`src/rtl/stream_pkg.sv`:
```
// Shared definitions for the stream demultiplexer: FSM encoding, statistics
// counter width and select-token sizing.
package stream_pkg;

  localparam int unsigned STATS_CNT_W = 32;

  typedef enum logic [1:0] {
    IDLE,
    ROUTE,
    DROP
  } demux_state_t;

  // A select token is at least one bit wide even for degenerate stream counts.
  function automatic int unsigned sel_width(input int unsigned n);
    int unsigned w;
    w = $clog2(n);
    return (w < 1) ? 1 : w;
  endfunction

endpackage

```
`src/rtl/data_demux_out_reg.sv`:
```
// One-entry output buffer of the demultiplexer: holds a beat plus its destination
// tag, decodes the per-port valids and drains on the destination's ready.
module data_demux_out_reg #(
  parameter type         data_t       = logic [7:0],
  parameter int unsigned NUM_ELEMENTS = 8,
  parameter int unsigned NUM_STREAMS  = 4,
  parameter int unsigned SEL_W        = 2
) (
  input  logic                                    clk,
  input  logic                                    rst,
  input  logic                                    load,
  input  logic [SEL_W-1:0]                        load_dest,
  input  data_t [NUM_ELEMENTS-1:0]                load_data,
  input  logic [NUM_ELEMENTS-1:0]                 load_keep,
  input  logic                                    load_last,
  input  logic [NUM_STREAMS-1:0]                  out_ready,
  output logic                                    buf_valid,
  output logic                                    dest_ready,
  output logic [NUM_STREAMS-1:0]                  out_valid,
  output data_t [NUM_STREAMS-1:0][NUM_ELEMENTS-1:0] out_data,
  output logic [NUM_STREAMS-1:0][NUM_ELEMENTS-1:0] out_keep,
  output logic [NUM_STREAMS-1:0]                  out_last
);

  logic [SEL_W-1:0]         buf_dest;
  data_t [NUM_ELEMENTS-1:0] buf_data;
  logic [NUM_ELEMENTS-1:0]  buf_keep;
  logic                     buf_last;

  // A load in the same cycle as a drain wins, so the buffer stays full.
  always_ff @(posedge clk) begin
    if (rst) begin
      buf_valid <= 1'b0;
    end else if (load) begin
      buf_valid <= 1'b1;
    end else if (buf_valid && dest_ready) begin
      buf_valid <= 1'b0;
    end
  end

  always_ff @(posedge clk) begin
    if (load) begin
      buf_dest <= load_dest;
      buf_data <= load_data;
      buf_keep <= load_keep;
      buf_last <= load_last;
    end
  end

  always_comb begin
    dest_ready = 1'b0;
    out_valid  = '0;
    out_data   = '0;
    out_keep   = '0;
    out_last   = '0;
    for (int unsigned i = 0; i < NUM_STREAMS; i++) begin
      if (buf_dest == SEL_W'(i)) begin
        dest_ready   = out_ready[i];
        out_valid[i] = buf_valid;
      end
      out_data[i] = buf_data;
      out_keep[i] = buf_keep;
      out_last[i] = buf_last;
    end
  end

endmodule

```
`src/rtl/data_demultiplexer.sv`:
```
// Routes one packet stream to NUM_STREAMS outputs, one packet per select token,
// through a registered output stage. Define DATA_DEMULTIPLEXER_STATS_EN for counters.
module data_demultiplexer
  import stream_pkg::*;
#(
  parameter type         data_t       = logic [7:0],
  parameter int unsigned NUM_ELEMENTS = 8,
  parameter int unsigned NUM_STREAMS  = 4,
  localparam int unsigned SEL_W       = sel_width(NUM_STREAMS)
) (
  input  logic                                    clk,
  input  logic                                    rst,
  input  logic                                    select_valid,
  output logic                                    select_ready,
  input  logic [SEL_W-1:0]                        select_data,
  input  logic                                    in_valid,
  output logic                                    in_ready,
  input  data_t [NUM_ELEMENTS-1:0]                in_data,
  input  logic [NUM_ELEMENTS-1:0]                 in_keep,
  input  logic                                    in_last,
  output logic [NUM_STREAMS-1:0]                  out_valid,
  input  logic [NUM_STREAMS-1:0]                  out_ready,
  output data_t [NUM_STREAMS-1:0][NUM_ELEMENTS-1:0] out_data,
  output logic [NUM_STREAMS-1:0][NUM_ELEMENTS-1:0] out_keep,
  output logic [NUM_STREAMS-1:0]                  out_last
`ifdef DATA_DEMULTIPLEXER_STATS_EN
  ,
  output logic [NUM_STREAMS-1:0][STATS_CNT_W-1:0] pkt_count,
  output logic [STATS_CNT_W-1:0]                  drop_count
`endif
);

  demux_state_t     state_q, state_d;
  logic [SEL_W-1:0] sel_q;
  logic             sel_in_range;
  logic             load;
  logic             buf_valid;
  logic             dest_ready;

  assign sel_in_range = ({1'b0, select_data} < (SEL_W + 1)'(NUM_STREAMS));

  always_ff @(posedge clk) begin
    if (rst) begin
      state_q <= IDLE;
    end else begin
      state_q <= state_d;
    end
  end

  always_ff @(posedge clk) begin
    if (select_valid && select_ready) begin
      sel_q <= select_data;
    end
  end

  always_comb begin
    state_d = state_q;
    case (state_q)
      IDLE:    if (select_valid) state_d = sel_in_range ? ROUTE : DROP;
      ROUTE:   if (in_valid && in_ready && in_last) state_d = IDLE;
      DROP:    if (in_valid && in_last) state_d = IDLE;
      default: state_d = IDLE;
    endcase
  end

  // Input gating follows the buffered beat's destination, not the new token.
  always_comb begin
    select_ready = 1'b0;
    in_ready     = 1'b0;
    load         = 1'b0;
    if (!rst) begin
      case (state_q)
        IDLE:  select_ready = 1'b1;
        ROUTE: begin
          in_ready = !buf_valid || dest_ready;
          load     = in_valid && (!buf_valid || dest_ready);
        end
        DROP:  in_ready = 1'b1;
        default: ;
      endcase
    end
  end

  data_demux_out_reg #(
    .data_t       (data_t),
    .NUM_ELEMENTS (NUM_ELEMENTS),
    .NUM_STREAMS  (NUM_STREAMS),
    .SEL_W        (SEL_W)
  ) u_out_reg (
    .clk        (clk),
    .rst        (rst),
    .load       (load),
    .load_dest  (sel_q),
    .load_data  (in_data),
    .load_keep  (in_keep),
    .load_last  (in_last),
    .out_ready  (out_ready),
    .buf_valid  (buf_valid),
    .dest_ready (dest_ready),
    .out_valid  (out_valid),
    .out_data   (out_data),
    .out_keep   (out_keep),
    .out_last   (out_last)
  );

`ifdef DATA_DEMULTIPLEXER_STATS_EN
  logic [STATS_CNT_W-1:0] pkt_q [NUM_STREAMS];
  logic [STATS_CNT_W-1:0] drop_q;

  always_ff @(posedge clk) begin
    if (rst) begin
      for (int unsigned i = 0; i < NUM_STREAMS; i++) begin
        pkt_q[i] <= '0;
      end
      drop_q <= '0;
    end else begin
      for (int unsigned i = 0; i < NUM_STREAMS; i++) begin
        pkt_q[i] <= pkt_q[i] + STATS_CNT_W'(out_valid[i] && out_ready[i] && out_last[i]);
      end
      drop_q <= drop_q + STATS_CNT_W'(state_q == DROP && in_valid && in_last);
    end
  end

  always_comb begin
    pkt_count = '0;
    for (int unsigned i = 0; i < NUM_STREAMS; i++) begin
      pkt_count[i] = pkt_q[i];
    end
    drop_count = drop_q;
  end
`endif

endmodule

```
`config.mk`:
```
export PLATFORM = sky130hd
export DESIGN_NAME = data_demultiplexer
export DESIGN_NICKNAME = d
export VERILOG_FILES = /design/src/rtl/stream_pkg.sv /design/src/rtl/data_demux_out_reg.sv /design/src/rtl/data_demultiplexer.sv
export SDC_FILE = /design/constraint.sdc
export NUM_CORES = 1
export LEC_CHECK = 0
export ABC_AREA = 1
export CAP_MARGIN = 0
export CORE_AREA = 2 2 150 152
export DETAILED_ROUTE_END_ITERATION = 8
export DIE_AREA = 0 0 152 154
export MAX_ROUTING_LAYER = met4
export PLACE_DENSITY = 0.61
export SLEW_MARGIN = 20
export SYNTH_ARGS = -nofsm -noshare
export SYNTH_HDL_FRONTEND = slang
export SYNTH_SLANG_ARGS = --single-unit
```
`constraint.sdc`:
```
create_clock -name clk -period 5.9 [get_ports clk]
set_clock_uncertainty 0.05 [all_clocks]
set_input_delay 0.59 -clock clk [delete_from_list [all_inputs] [get_ports clk]]
set_output_delay 0.59 -clock clk [all_outputs]
set_load 0.01 [all_outputs]
```
==> reports/qor.yml, run 1 <==
synth_top_area_share_pct: 55.76
cts_tree: "done"
cts_num_sinks: 79
clock_latency_ns: 0.33
min_period_ns: 2.744
hold_buffers: 0
num_vias: 2627
hpwl_um: 9116
synth-warning-count: 0
root_buffer: "clkbuf_16"
grt_pass1_wl_um: 16240
synthTopCellsByArea: "edfxtp_1 (56%), buf_4 (40%), dfxtp_1 (0.97%)"
synth-async-reset-ratio_pct: 0
synth_flop_cell: "edfxtp_1"
port_buffers: 380
dp.cells: 770
initial_core_util_pct: 19.12
pwr-share-seq_pct: 48.4
wirelength_um: 11160
cp_max_fo: 3
ios: 381
slew_headroom_pct: 67.87
antenna_found_initial: 0
whs_ns: 0.3814
synth.largest_area_cell: "edfxtp_1"
rsz0062_at_grt: "false"
finalNonFillerCells: 787
viasPerCell: 3.338
start_kind: "input pin"
outcome: "completed"
die_h_um: 154
worstReg2RegEnd: "u_out_reg.out_data[10]"
synth_xor_area_share_pct: 0
nFillCells: 2154
path_cells: "clkdlybuf4s50_1 -> nand3b_1 -> nand2_1 -> o21ai_2 -> nand2_2 -> inv_1 -> clkdlybuf4s50_1"
synth_commonest_cells: "buf_4 (220), edfxtp_1 (77), inv_1 (8), nor3_1 (5)"
syn_area_um2: 4146
synth_top_family_by_area: "buffers and inverters"
synth_cell_type_count: 15
hold_viol_final: 0
crit_arrival_ns: 2.10
p_int_w: 0.001042
slowest_delay_ns: 0.53
post_drt_wl_per_cell_um: 14.18
crit_start: "out_ready[1]"
area_growth_pct: 67.65
gp_congestion: 0.7112
slowest_stage: "clkdlybuf4s50_1"
worst_slew_pin_slew_ns: 0.4820
slew_viol_final: 0
grt_usage_pct: 9.439
tns_ns: 0
cp-end-kind: "output pin"
fmax_mhz: 364.4
ir_drop_mv: 0.1046
yosysSeqAreaShare_pct: 56.73
rrSetupSlack_ns: 3.65
syn_inst: 329
drive_gt1_share_pct: 3.945
p_sw_share_pct: 22.12
clk_pin_slew_ns: 0.06
dieArea_um2: 23410
synthSimpleGateAreaFrac_pct: 2.052
core_area_um2: 21690
drtPass1Iterations: 4
syn_avg_cell_area_um2: 12.60
power_frac_comb_pct: 13.7
synth_mux_area_share_pct: 0
cpMostUsedCell: "clkdlybuf4s50_1"
cts_made_buffers: 9
drv_cap: 0
power.switching_w: 0.0002959
p_clk_share_pct: 37.9
grt_pass1_vias: 2653
ant_nets: 0
grt-ovfl-total: 0
ff2ff_path_depth: 6
finalSetupViolations: 0
holdCritPathClass: "flop to flop"
synth_most_common_cell: "buf_4"
fin_util_pct: 32.05
power_leakage_nw: 2.421
cts_setup_buffers: 0
synth_nets: 412
synthAdderAreaFrac_pct: 0
cp.required_ns: 5.26
synth_edf_count: 77
drt_first_iter_violations: 88
ys_ff_latch: 79
powerDensity_nw_per_um2: 192.4
rows: 54
crit_end: "in_ready"
path_class: "input pin to output pin"
cts_resized: 0
n_antenna_cell: 0
num-nets-final: 585
reg2reg_from: "u_out_reg.buf_dest[0]"
drc: 0
die_w_um: 152
cts_max_level: 3
grt_max_degree: 41
clk_path_buf_depth: 2
fin_crit_sh_pct: 46.51
synth_compound_area_share_pct: 0.4828
## routing by layer
metal,vias to the layer above,global-route usage (%),wire length (µm)
met5,-,-,0
met4,0,3.872,157
met3,9,2.734,824
met2,181,16.47,5960
met1,1232,10.05,4217
li1,1205,-,-
## state kept, by name, summed over array words and instances (netlist names)
name                 count
u_out_reg.buf_keep       8
u_out_reg.buf_last       1
u_out_reg.buf_dest       2
sel_q                    2
u_out_reg.out_data      64
state_q                  1
u_out_reg.buf_valid      1
## area by class of cell
| type | instances | area [µm²] | area share [%] |
|---|---|---|---|
| Timing Repair Buffer | 382 | 3831 | 55.11 |
| Sequential cell | 79 | 2352 | 33.84 |
| Tap cell | 280 | 350.3 | 5.040 |
| Clock buffer | 11 | 232.7 | 3.348 |
| Multi-Input combinational cell | 20 | 112.6 | 1.620 |
| Inverter | 10 | 37.54 | 0.5400 |
| Clock inverter | 5 | 35.03 | 0.5040 |
## worst min-delay path by stage
| stage | startpoint | end | slack [ns] | cells past startpoint |
|---|---|---|---|---|
| 2_1_floorplan | sel_q[0] | u_out_reg.buf_dest[0] | 0.35 | 0 |
| 3_3_place_gp | sel_q[1] | u_out_reg.buf_dest[1] | 0.37 | 0 |
| 3_5_place_dp | sel_q[1] | u_out_reg.buf_dest[1] | 0.36 | 0 |
| 4_1_cts | sel_q[1] | u_out_reg.buf_dest[1] | 0.39 | 0 |
| 5_1_grt | sel_q[1] | u_out_reg.buf_dest[1] | 0.39 | 0 |
| 6_report | sel_q[1] | u_out_reg.buf_dest[1] | 0.38 | 0 |
## logic make-up (layout without fill, tap and decap cells)
group,count (synthesis),in the layout
AOI/OAI and AO/OA,3,3
buffers and inverters,230,408
DFF,79,79
and+or+nand+nor,17,17
## critical path, delay by kind of cell
kind	cells	cell delay, ns
compound gates	1	0.17
simple gates	3	0.29
buf+inv	3	1.06
## metrics by stage
step / total power, W / cell area (µm²) / worst slack, ns
after floorplan: 0.0007383 / 4146 / 1.221
after detailed placement: 0.0008448 / 6664 / 2.450
final: 0.001338 / 6952 / 3.156
after global routing: 0.001402 / 6952 / 3.038
after CTS: 0.001372 / 6932 / 2.815
after global placement: 0.0008425 / 6664 / 2.485
## power groups by stage
stage	registers (W)	clock network [W]	logic, W
6_report	0.000648	0.000507	0.000183
5_1_grt	0.000650	0.000560	0.000192
4_1_cts	0.000649	0.000539	0.000184
3_5_place_dp	0.000661	0	0.000184
3_3_place_gp	0.000660	0	0.000182
2_1_floorplan	0.000664	0	0.0000746
## cell usage in the layout, fill, tap and decap left out
cell type and count:
clkdlybuf4s50_1 380, edfxtp_1 77, clkbuf_16 9, inv_1 8
nor3_1 5, nand2_1 3, clkinvlp_4 3, inv_2 2
nand3_1 2, nand3b_1 2, nor2_1 2, clkbuf_1 2
dfxtp_1 2, o21ai_2 1, nand2_2 1, nor2_4 1
o22ai_1 1, nand4_1 1, a21oi_1 1, clkinv_4 1
clkinv_1 1, buf_4 1, buf_12 1
No activity file was read; power rests on OpenSTA's default activity.
==> inputs of run 2 (changes only) <==
CORE_AREA = 2 2 149 151   (was 2 2 150 152)
DIE_AREA = 0 0 151 153   (was 0 0 152 154)
PLACE_DENSITY = 0.64   (was 0.61)
clock period = 2.4 ns   (was 5.9 ns; I/O delays follow)
==> reports/qor.yml, run 2 (synthesis results as in run 1) <==
min_from: "sel_q[0]"
dieArea_um2: 23100  # -1.3%
cp-end-kind: "output pin"
powerDensity_nw_per_um2: 473.1  # +150%
pre_cts_ws_ns: 0.3619  # -2.089 ns
post_drt_wl_per_cell_um: 14.24  # +0.39%
cp_max_fo: 5  # +2
min_period_ns: 2.179
grt_usage_pct: 9.405  # -0.034 points
cts_num_sinks: 79  # unchanged
grt_pass1_wl_um: 15320  # -5.6%
layout_common_cells: "clkdlybuf4s50_1 (380), edfxtp_1 (77), clkbuf_16 (9), inv_1 (8), nor3_1 (5)"
hold_buffers: 0  # unchanged
grt_max_degree: 41  # unchanged
slowest_stage: "clkdlybuf4s50_1"
clock_latency_ns: 0.33  # about the same
initial_core_util_pct: 19.30  # +0.18 points
die_h_um: 153  # -0.65%
grt_pass1_vias: 2495  # -6.0%
hpwl_um: 9331  # +2.4%
die_w_um: 151  # -0.66%
slowest_delay_ns: 0.53  # about the same
hold_path_end: "u_out_reg.buf_dest[0]"
final_common_cell: "clkdlybuf4s50_1"
rrSetupSlack_ns: 0.65  # -3.00 ns
clk_path_buf_depth: 2  # unchanged
area_growth_pct: 68.01
rsz0062_at_grt: "false"
fin_util_pct: 32.42  # +0.37 points
outcome: "completed"
ff2ff_path_depth: 6  # unchanged
largest_register_ffs: 64  # unchanged
cp_top_family: "buffers and inverters"
core_area_um2: 21490  # -0.93%
fin_crit_sh_pct: 90.79
whs_path_depth: 0  # unchanged
fin_ws_ns: 0.2211  # -2.935 ns
num-nets-final: 585  # unchanged
nFillCells: 2162  # +0.37%
power_leakage_nw: 2.424  # +0.12%
cts_setup_buffers: 0  # unchanged
hold_viol_final: 0  # unchanged
grt-ovfl-total: 0  # unchanged
start_kind: "flop"
finalSetupViolations: 0  # unchanged
gp_congestion: 0.7272  # +2.2%
path_cells: "nand3_1 -> nand2_1 -> o21ai_2 -> nand2_2 -> inv_1 -> clkdlybuf4s50_1"
drt_first_iter_violations: 77  # -13%
viasPerCell: 3.305  # -1.0%
holdCritPathClass: "flop to flop"
fmax_mhz: 458.9
ant_nets: 0  # unchanged
ios: 381  # unchanged
whs_ns: 0.3765  # -0.004871 ns
crit_arrival_ns: 1.89  # -0.21 ns
cts_tree: "done"
worstReg2RegEnd: "u_out_reg.buf_keep[4]"
tns_ns: 0  # unchanged
root_buffer: "clkbuf_16"
cp_num_buf_inv: 2  # -1
drtPass1Iterations: 4  # unchanged
cts_resized: 0  # unchanged
rows: 54  # unchanged
drive_gt1_share_pct: 3.945  # unchanged
slew_viol_final: 0  # unchanged
antenna_found_initial: 1  # +1
drc: 0  # unchanged
worst_slew_pin_slew_ns: 0.3872  # -0.09482 ns
ir_drop_mv: 0.2496  # +140%
wirelength_um: 11220  # +0.52%
num_vias: 2604  # -0.88%
path_class: "flop to output pin"
cts_made_buffers: 9  # unchanged
cp.required_ns: 2.11  # -3.15 ns
reg2reg_from: "u_out_reg.buf_dest[0]"
drv_cap: 0  # unchanged
cts_max_level: 3  # unchanged
clk_pin_slew_ns: 0.06  # about the same
port_buffers: 380  # unchanged
slew_headroom_pct: 73.99  # +6.1 points
[run 2: changes by cell type in the layout (fill, tap and decap cells not counted), sizes merged]
cell,delta
diode,+1
[run 2: layer usage]
layer	part of all wire, %	GRT usage, %	wire length, µm	up-vias
li1	-	-	-	1203
met1	35	9.365	3946	1220
met2	54	16.88	6045	171
met3	9.6	3.463	1081	10
met4	1.3	2.982	145	0
met5	0	-	0	-
[run 2: where the power goes]
group          switching, W  total (W)  internal (W)
sequential        0.0000356    0.00159       0.00156
clock              0.000553    0.00125      0.000700
combinational      0.000145   0.000450      0.000305
total              0.000733    0.00330       0.00256
[run 2: area by class of cell]
cell class	count	area, µm²	share of cell area [%]
Clock buffer	11	232.7	3.341
Inverter	10	37.54	0.5388
Antenna cell	1	2.502	0.03592
Multi-Input combinational cell	20	112.6	1.616
Clock inverter	5	35.03	0.5029
Timing Repair Buffer	382	3844	55.17
Tap cell	280	350.3	5.029
Sequential cell	79	2352	33.76
[run 2: worst max-delay path by stage]
| stage | start | to | slack (ns) | cells past startpoint |
|---|---|---|---|---|
| global placement | out_ready[3] | in_ready | 0.36 | 8 |
| finish | u_out_reg.buf_dest[0] | in_ready | 0.22 | 6 |
| floorplan | u_out_reg.buf_dest[0] | u_out_reg.buf_dest[0] | -0.04 | 5 |
| detailed placement | out_ready[3] | in_ready | 0.36 | 8 |
| global route | u_out_reg.buf_dest[0] | in_ready | 0.08 | 7 |
| CTS | u_out_reg.buf_dest[0] | in_ready | 0.20 | 6 |
[run 2: through the flow]
step	area [µm²]	total power, W	std cells
finish	6967	0.003296	788
global route	6967	0.003451	788
CTS	6964	0.003377	787
detailed placement	6696	0.002080	771
global placement	6696	0.002074	771
floorplan	4154	0.001813	329
[run 2: worst reg2reg max path, stage by stage, from the launching register on]
cell      delay, ns
edfxtp_1       0.47
nand3_1        0.13
nand2_1        0.07
o21ai_2        0.19
nand2_2        0.11
nor2_4         0.15
buf_12         0.24
==> inputs of run 3 (changes only) <==
SETUP_SLACK_MARGIN = 0.3   (was unset)
==> reports/qor.yml, run 3 (synthesis results as in run 1) <==
clk_path_buf_depth: 2  # unchanged
crit_arrival_ns: 1.71  # -0.18 ns
die_w_um: 151  # unchanged
tns_ns: 0  # unchanged
finalSetupViolations: 0  # unchanged
dp.cells: 771  # unchanged
rrSetupSlack_ns: 0.67  # +0.02 ns
cp-end-kind: "output pin"
power_leakage_nw: 2.478  # +2.2%
crit_cells: 3  # -3
largest_register_ffs: 64  # unchanged
num-nets-final: 588  # +0.51%
final-seq-area_um2: 2352  # unchanged
drc: 0  # unchanged
finalNonFillerCells: 791  # +0.38%
post_drt_wl_per_cell_um: 14.25  # +0.10%
cp.required_ns: 2.11  # about the same
die_h_um: 153  # unchanged
slew_headroom_pct: 74.01  # about the same
rsz0062_at_grt: "false"
pre_cts_ws_ns: 0.3619  # unchanged
cp_max_fo: 4  # -1
ant_nets: 0  # unchanged
grt_usage_pct: 9.398  # about the same
grt_pass1_vias: 2498  # +0.12%
core_area_um2: 21490  # unchanged
wirelength_um: 11270  # +0.48%
nFillCells: 2160  # -0.093%
gp_congestion: 0.7272  # unchanged
fmax_mhz: 500.7  # +9.1%
layout_common_cells: "clkdlybuf4s50_1 (377), edfxtp_1 (77), clkbuf_16 (9), inv_1 (8), nor3_1 (5)"
final_common_cell: "clkdlybuf4s50_1"
hpwl_um: 9331  # unchanged
cts_made_buffers: 9  # unchanged
multi_input_area_um2: 112.6  # unchanged
outcome: "completed"
grt_pass1_wl_um: 15310  # about the same
worst_slew_pin_slew_ns: 0.3869  # -0.0003047 ns
drive_gt1_share_pct: 4.510  # +0.57 points
num_vias: 2612  # +0.31%
initial_core_util_pct: 19.30  # unchanged
holdCritPathClass: "flop to flop"
slew_viol_final: 0  # unchanged
rows: 54  # unchanged
antenna_found_initial: 1  # unchanged
ir_drop_mv: 0.2496  # about the same
drt_first_iter_violations: 75  # -2.6%
grt-ovfl-total: 0  # unchanged
place_area_um2: 6696  # unchanged
path_cells: "buf_4 -> nor3_1 -> clkdlybuf4s50_1"
ff2ff_path_depth: 7  # +1
clock_latency_ns: 0.33  # about the same
dieArea_um2: 23100  # unchanged
slowest_stage: "clkdlybuf4s50_1"
grt_max_degree: 41  # unchanged
cp_top_family: "buffers and inverters"
design_area_um2: 6993  # +0.38%
drtPass1Iterations: 4  # unchanged
viasPerCell: 3.302  # about the same
cts_tree: "done"
port_buffers: 380  # unchanged
clk_pin_slew_ns: 0.06  # about the same
fin_ws_ns: 0.4029  # +0.1818 ns
cts_max_level: 3  # unchanged
fin_crit_sh_pct: 83.21  # -7.6 points
cts_num_sinks: 79  # unchanged
ios: 381  # unchanged
power_w: 0.003297  # about the same
whs_path_depth: 0  # unchanged
powerDensity_nw_per_um2: 471.4  # -0.34%
hold_viol_final: 0  # unchanged
path_class: "flop to output pin"
cp_num_buf_inv: 2  # unchanged
min_period_ns: 1.997  # -0.1818 ns
root_buffer: "clkbuf_16"
area_growth_pct: 68.65
start_kind: "flop"
slowest_delay_ns: 0.56  # +0.03 ns
drv_cap: 0  # unchanged
[run 3: cell types whose count changed in the layout (fill, tap and decap cells not counted)]
cell             previous run  this run
buf_4                       0         3
clkdlybuf4s50_1           380       377
dlymetal6s2s_1              0         2
dlygate4sd2_1               0         1
[run 3: repair_timing]
action                                 in CTS  in global routing
setup buffers                               3                  0
gates resized for setup                     1                  2
pin swaps                                   1                  0
setup endpoints to repair                   1                  2
endpoints found under the hold margin       0                  0
hold buffers                                0                  0
[run 3: report_power, final]
part	switching (W)	internal [W]
Clock	0.000553	0.000700
Sequential	0.0000355	0.00156
Combinational	0.000146	0.000306
[run 3: routing by layer]
layer	GRT usage, %	share of wire [%]	vias up
met5	-	0	-
met4	2.982	1.3	0
met3	3.463	9.6	10
met1	9.328	35	1222
met2	16.90	54	171
li1	-	-	1209
[run 3: area by class of cell]
class | count | area share (%)
diodes | 1 | 0.03578
repair buffers | 385 | 55.34
clock inverters | 5 | 0.5010
inverters | 10 | 0.5368
flip-flops and latches | 79 | 33.64
clock buffers | 11 | 3.328
well taps | 280 | 5.010
multi-input cells | 20 | 1.610
[run 3: worst paths after layout]
check,end,start
max reg2reg,u_out_reg.buf_keep[4],u_out_reg.buf_dest[0]
min reg2reg,u_out_reg.buf_dest[1],sel_q[1]
max,out_valid[2],u_out_reg.buf_dest[0]
min,u_out_reg.buf_dest[1],sel_q[1]
[run 3: metrics by stage]
stage	utilization (%)	hold slack, ns
floorplan	-	0.2889
global placement	31.17	0.3694
detailed placement	31.17	0.3684
CTS	32.51	0.3809
global route	32.55	0.3787
finish	32.55	0.3778
